File: config.mk
export PLATFORM = sky130hd
export DESIGN_NAME = iir_cascade_sequencer
export DESIGN_NICKNAME = d
export VERILOG_FILES = /design/src/rtl/iir_cascade_sequencer.sv
export SDC_FILE = /design/constraint.sdc
export NUM_CORES = 1
export LEC_CHECK = 0
export ABC_AREA = 1
export CORE_AREA = 5 5 181 357
export CTS_BUF_LIST = sky130_fd_sc_hd__clkbuf_4
export DETAILED_ROUTE_END_ITERATION = 16
export DIE_AREA = 0 0 186 362
export GPL_TIMING_DRIVEN = 0
export PLACE_DENSITY = 0.73
export RECOVER_POWER = 100
export SETUP_SLACK_MARGIN = 0.3
export SLEW_MARGIN = 0
export SYNTH_ARGS = -nofsm -noshare
export SYNTH_HDL_FRONTEND = slang
export SYNTH_SLANG_ARGS = --single-unit
File: constraint.sdc
create_clock -name clk -period 4.1 [get_ports clk]
set_input_delay 0.82 -clock clk [delete_from_list [all_inputs] [get_ports clk]]
set_output_delay 0.82 -clock clk [all_outputs]
set_load 0.005 [all_outputs]
File: src/rtl/iir_cascade_sequencer.sv
// Time-multiplexes one external stateless biquad datapath across NUM_SECTIONS
// cascaded sections; owns coefficient banks and per-section x/y history.
module iir_cascade_sequencer #(
  parameter int NUM_SECTIONS = 4,
  parameter int DATA_W       = 16,
  parameter int COEF_W       = 18,
  parameter int TIMEOUT      = 15,
  localparam int SEC_W       = (NUM_SECTIONS > 1) ? $clog2(NUM_SECTIONS) : 1
) (
  input  logic                      clk,
  input  logic                      i_rst_n,
  input  logic                      i_valid,
  input  logic signed [DATA_W-1:0]  i_sample,
  output logic                      o_ready,
  output logic                      o_valid,
  output logic signed [DATA_W-1:0]  o_sample,
  input  logic                      cfg_we,
  input  logic [SEC_W-1:0]          cfg_sec,
  input  logic [2:0]                cfg_idx,
  input  logic signed [COEF_W-1:0]  cfg_data,
  output logic                      cfg_ready,
  input  logic [NUM_SECTIONS-1:0]   sec_en,
  input  logic                      hist_clr,
  output logic                      dp_start,
  output logic signed [DATA_W-1:0]  dp_x,
  output logic signed [DATA_W-1:0]  dp_x1,
  output logic signed [DATA_W-1:0]  dp_x2,
  output logic signed [DATA_W-1:0]  dp_y1,
  output logic signed [DATA_W-1:0]  dp_y2,
  output logic signed [COEF_W-1:0]  dp_b1,
  output logic signed [COEF_W-1:0]  dp_b2,
  output logic signed [COEF_W-1:0]  dp_b3,
  output logic signed [COEF_W-1:0]  dp_a2,
  output logic signed [COEF_W-1:0]  dp_a3,
  input  logic signed [DATA_W-1:0]  dp_result,
  input  logic                      dp_valid,
  output logic                      o_err
);

  localparam int TMO_W = $clog2(TIMEOUT + 1);
  localparam logic [SEC_W-1:0] LAST_SEC = SEC_W'(NUM_SECTIONS - 1);
  localparam logic signed [COEF_W-1:0] COEF_UNITY = COEF_W'(32'h10000);

  typedef enum logic [2:0] {
    S_IDLE,
    S_ISSUE,
    S_WAIT,
    S_NEXT,
    S_DONE
  } state_e;

  state_e                     state_q, state_d;
  logic [SEC_W-1:0]           sec_q, sec_d;
  logic signed [DATA_W-1:0]   cur_q, cur_d;
  logic signed [DATA_W-1:0]   out_q, out_d;
  logic [TMO_W-1:0]           tmo_q, tmo_d;
  logic                       err_q, err_d;

  logic signed [DATA_W-1:0]   x1_q [NUM_SECTIONS];
  logic signed [DATA_W-1:0]   x2_q [NUM_SECTIONS];
  logic signed [DATA_W-1:0]   y1_q [NUM_SECTIONS];
  logic signed [DATA_W-1:0]   y2_q [NUM_SECTIONS];
  // Coefficient slots per section in cfg_idx order: b1, b2, b3, a2, a3.
  logic signed [COEF_W-1:0]   coef_q [NUM_SECTIONS][5];

  logic hist_clr_en, capture_en, cfg_wr_en, opnd_en;

  always_comb begin
    state_d     = state_q;
    sec_d       = sec_q;
    cur_d       = cur_q;
    out_d       = out_q;
    tmo_d       = tmo_q;
    err_d       = err_q;
    o_ready     = 1'b0;
    cfg_ready   = 1'b0;
    o_valid     = 1'b0;
    dp_start    = 1'b0;
    hist_clr_en = 1'b0;
    capture_en  = 1'b0;
    unique case (state_q)
      S_IDLE: begin
        o_ready   = !hist_clr;
        cfg_ready = !hist_clr;
        if (hist_clr) begin
          hist_clr_en = 1'b1;
          err_d       = 1'b0;
        end else if (i_valid) begin
          cur_d   = i_sample;
          sec_d   = '0;
          state_d = S_ISSUE;
        end
      end
      S_ISSUE: begin
        tmo_d = '0;
        if (sec_en[sec_q]) begin
          dp_start = 1'b1;
          state_d  = S_WAIT;
        end else begin
          state_d = S_NEXT;
        end
      end
      S_WAIT: begin
        if (dp_valid) begin
          capture_en = 1'b1;
          cur_d      = dp_result;
          state_d    = S_NEXT;
        end else if (tmo_q == TMO_W'(TIMEOUT - 1)) begin
          err_d   = 1'b1;
          state_d = S_IDLE;
        end else begin
          tmo_d = tmo_q + 1'b1;
        end
      end
      S_NEXT: begin
        if (sec_q == LAST_SEC) begin
          out_d   = cur_q;
          state_d = S_DONE;
        end else begin
          sec_d   = sec_q + 1'b1;
          state_d = S_ISSUE;
        end
      end
      S_DONE: begin
        o_valid = 1'b1;
        state_d = S_IDLE;
      end
      default: state_d = S_IDLE;
    endcase
  end

  assign cfg_wr_en = cfg_we && cfg_ready && (cfg_idx <= 3'd4) &&
                     (int'(cfg_sec) < NUM_SECTIONS);

  always_ff @(posedge clk or negedge i_rst_n) begin
    if (!i_rst_n) begin
      state_q <= S_IDLE;
      sec_q   <= '0;
      cur_q   <= '0;
      out_q   <= '0;
      tmo_q   <= '0;
      err_q   <= 1'b0;
    end else begin
      state_q <= state_d;
      sec_q   <= sec_d;
      cur_q   <= cur_d;
      out_q   <= out_d;
      tmo_q   <= tmo_d;
      err_q   <= err_d;
    end
  end

  // A timed-out section never reaches capture_en, so its history stays intact.
  always_ff @(posedge clk or negedge i_rst_n) begin
    if (!i_rst_n) begin
      for (int s = 0; s < NUM_SECTIONS; s++) begin
        x1_q[s]      <= '0;
        x2_q[s]      <= '0;
        y1_q[s]      <= '0;
        y2_q[s]      <= '0;
        coef_q[s][0] <= COEF_UNITY;
        for (int c = 1; c < 5; c++) begin
          coef_q[s][c] <= '0;
        end
      end
    end else begin
      if (hist_clr_en) begin
        for (int s = 0; s < NUM_SECTIONS; s++) begin
          x1_q[s] <= '0;
          x2_q[s] <= '0;
          y1_q[s] <= '0;
          y2_q[s] <= '0;
        end
      end else if (capture_en) begin
        x2_q[sec_q] <= x1_q[sec_q];
        x1_q[sec_q] <= cur_q;
        y2_q[sec_q] <= y1_q[sec_q];
        y1_q[sec_q] <= dp_result;
      end
      if (cfg_wr_en) begin
        coef_q[cfg_sec][cfg_idx] <= cfg_data;
      end
    end
  end

  assign opnd_en = (state_q == S_ISSUE) || (state_q == S_WAIT);

  assign dp_x  = opnd_en ? cur_q             : '0;
  assign dp_x1 = opnd_en ? x1_q[sec_q]       : '0;
  assign dp_x2 = opnd_en ? x2_q[sec_q]       : '0;
  assign dp_y1 = opnd_en ? y1_q[sec_q]       : '0;
  assign dp_y2 = opnd_en ? y2_q[sec_q]       : '0;
  assign dp_b1 = opnd_en ? coef_q[sec_q][0]  : '0;
  assign dp_b2 = opnd_en ? coef_q[sec_q][1]  : '0;
  assign dp_b3 = opnd_en ? coef_q[sec_q][2]  : '0;
  assign dp_a2 = opnd_en ? coef_q[sec_q][3]  : '0;
  assign dp_a3 = opnd_en ? coef_q[sec_q][4]  : '0;

  assign o_sample = out_q;
  assign o_err    = err_q;

endmodule
==> impl_metrics.csv <==
group,metric,value,unit
placed_design,place_congestion,0.987,
cts,cts_tree,"done",
die,die_area,0.0673,mm2
cts,insertion_delay,1000,ps
placed_design,hpwl,91600,um
timing,finalHoldViolCount,0,
worst_setup_path,arrival,3220,ps
worst_setup_path,path_cells,"inv_6 > buf_12 > buf_12 > buf_8 > nor2_1 > o22ai_2 > nand2_1 > inv_1 > dlygate4sd3_1",
synthesis,syn_area_per_cell,7.51,um2
cts,numClockSinks,658,
power,powerDensity,595,mW/mm2
cts,numCtsBuffers,153,
timing,setup_violations,0,
worst_setup_path,cp_slowest_cell,"dlygate4sd3_1",
cells_and_area,area_growth,19.6,%
cts,cts-root-buf,"clkbuf_4",
synthesis,yosysTopAreaCell,"dfrtp_1",
synthesis,synth_area_leaders,"dfrtp_1 (51%), nand2_1 (15%), o21ai_0 (6.8%)",
timing,fin_ws,57.4,ps
hold_path,min_path_cells,3,
worst_setup_path,ff2ff_setup_slack,640,ps
hold_path,hold_path_end,"coef_q[35]",
drt,wl,125000,um
worst_setup_path,worstReg2RegEnd,"coef_q[334]",
drt,dr.pass1.iters,7,
grt,grt_pass1_wl,186000,um
die,coreArea,0.0617,mm2
power,p_leak,21.2,nW
synthesis,syn_area,0.0322,mm2
timing,setup-tns-final,0,ps
synthesis,synthSimpleGateAreaFrac,0.264,
timing,rsz0062_at_grt,"true",
worst_setup_path,slowest_delay,560,ps
drt,vias,31900,
cells_and_area,layout.nets,4777,
placed_design,dp_slack,-508,ps
synthesis,yosysUniqueCellTypes,29,
hold_path,holdCritPathClass,"primary input to flip-flop",
synthesis,ys_seq_area_frac,0.511,
synthesis,syn-instance-count,4289,
synthesis,synth_xor_area_frac,0,
synthesis,synth_top_cell_area_share,0.508,
grt,overflow,0,
grt,grt_pass1_vias,32400,
worst_setup_path,worst_ep_required_time,3280,ps
timing,tightest_slew,1950,ps
synthesis,synth-compound-area-share,0.124,
worst_setup_path,critPathCaptureType,"output port",
die,fp.dieW,186,um
die,rows,129,
drt,post_drt_wl_per_cell,22.2,um
die,initial_core_util,0.523,
worst_setup_path,cpMostUsedCell,"buf_12",
synthesis,syn-num-nets,4360,
drt,viasPerCell,5.70,
grt,antenna_found_initial,4,
worst_setup_path,reg2reg_from,"state_q[1]",
drt,ant_nets,0,
die,ios,256,
timing,period_share,0.986,
die,die_h,362,um
timing,layout_min_cycle_time,4040,ps
drt,drc,0,
cts,cts_max_level,4,
synthesis,synth.mux.area_fraction,0,
synthesis,yosys_warnings,0,
synthesis,yosys.area_share.adder,0.00233,
flow_run,cap_violations,2,
drt,drtIter0Drc,2831,
power,ir_drop,0.292,mV
cts,path_clk_slew,80,ps
worst_setup_path,start_kind,"flip-flop",
worst_setup_path,crit_type,"flip-flop to output port",
status,outcome,"finished with violations",
worst_setup_path,critPathMaxFanout,10,
synthesis,ys_seq_elements,658,
synthesis,synth_top_family_by_area,"simple AND/OR/NAND/NOR gates",
placed_design,port_buffers,236,
timing,drv_slew,138,
grt,grt_max_degree,119,
grt,grtUsageTotal,0.366,
cts,cts_max_path_buffers,3,
cells_and_area,drive_gt1_frac,0.101,
timing,clock.fmax,0.247,GHz
timing,maxSlewHeadroom,-0.301,
timing,fin_worst_skew,46.1,ps
hold_path,hp-start,"cfg_data[17]",
worst_setup_path,reg2reg_depth,10,
status,violations,"capacitance limit, slew limit",
## synth_stat cells
cell type,instances
a21oi_1,170
buf_1,29
buf_2,131
buf_4,3
buf_6,2
clkbuf_1,152
clkinv_1,2
dfrtp_1,654
dfstp_2,4
ha_1,6
inv_1,465
inv_2,6
nand2_1,1312
nand2_2,9
nand2_4,1
nand3_1,378
nand3_2,1
nand3b_1,1
nand4_1,3
nand4_2,1
nor2_1,286
nor2_2,5
nor2_4,8
nor3_1,74
nor3_2,1
o211ai_1,64
o21ai_0,440
o21ai_1,27
o22ai_1,54
## report_power, final
group,internal [mW],switching [mW],total [mW]
clock network,2.57,2.74,5.31
registers,7.63,0.614,8.25
logic,3.20,6.16,9.36
total,13.4,9.52,22.9
## cell families (layout without fill, tap and decap cells)
kind of cell             count (synthesis)  count (layout)
AO/OA/AOI/OAI                          755             755
AND/OR/NAND/NOR                       2080            2080
adder cells (fa/ha/maj)                  6               6
flip-flops                             658             658
buffers and inverters                  790            1310
other                                    0               8
## per-layer routing
metal | up-vias | track usage | share of wire | wire length (um)
met2 | 1766 | 0.605 | 0.48 | 59600
met1 | 15000 | 0.383 | 0.32 | 40500
met5 | - | 0 | 0.000088 | 11
met4 | 2 | 0.342 | 0.12 | 14400
li1 | 14500 | - | - | -
met3 | 595 | 0.0703 | 0.082 | 10200
## timing repair
action | 4_1_cts | 5_1_grt
buffers inserted | 7 | 9
gates resized for setup | 183 | 233
endpoints found under the setup margin | 293 | 170
pin swaps | 10 | 50
endpoints found under the hold margin | 69 | 0
hold buffers | 1 | 0
cloned | 1 | 2
## worst max path at each step
stage / startpoint / endpoint / slack, ps
detailed placement: sec_q[0] / dp_b2[0] / -510
global route: state_q[2] / dp_b1[10] / 40
finish: sec_q[0] / dp_a2[5] / 60
floorplan: sec_q[0] / dp_a2[0] / 1760
CTS: sec_q[0] / dp_b2[0] / 30
global placement: i_rst_n / coef_q[177] / -27740
## flip-flops by register name, indices dropped and copies added, names as in the netlist, 3 cells and up
signal / count
coef_q: 360
x1_q: 64
x2_q: 64
y1_q: 64
y2_q: 64
cur_q: 16
o_sample: 16
tmo_q: 4
state_q: 3
## placed cells by master (no fill, tap or decap), drive strengths merged
master	count
clkinv	32
nand2	1322
bufinv	2
nand4	4
o21ai	467
ha	6
clkbuf	436
dlygate4sd2	2
dlymetal6s2s	22
nand3	379
nand3b	1
dfrtp	654
a21oi	170
nor2	299
buf	129
o22ai	54
dfstp	4
diode	8
nor3	75
clkdlybuf4s50	104
o211ai	64
inv	478
clkdlybuf4s25	15
dlygate4sd3	90
## final cells by class
cell class	count	area, um2
timing repair buffer	262	2780
clock buffer	219	1640
buffer	317	1860
tap	786	983
multi-input combinational	2841	12800
antenna	8	20.0
clock inverter	39	203
fill	5761	23100
sequential	658	16500
inverter	473	1780
## per-stage QoR
step,util,cells,hold slack (ps),instance area (um2),power (mW)
final,0.625,5603,299,38500,22.9
after global routing,0.625,5597,296,38500,24.0
after CTS,0.620,5584,193,38200,22.7
after detailed placement,0.580,5317,453,35700,17.0
after global placement,0.577,5311,447,35600,16.9
after floorplan,-,4289,437,32200,12.6
## critical path, delay by kind of cell, from the launching register on
| kind | cells | cell delay [ps] |
|---|---|---|
| compound gates | 1 | 160 |
| buf+inv | 6 | 1140 |
| flops | 1 | 510 |
| simple gates | 2 | 380 |
Power figures use the tool's default switching activity.
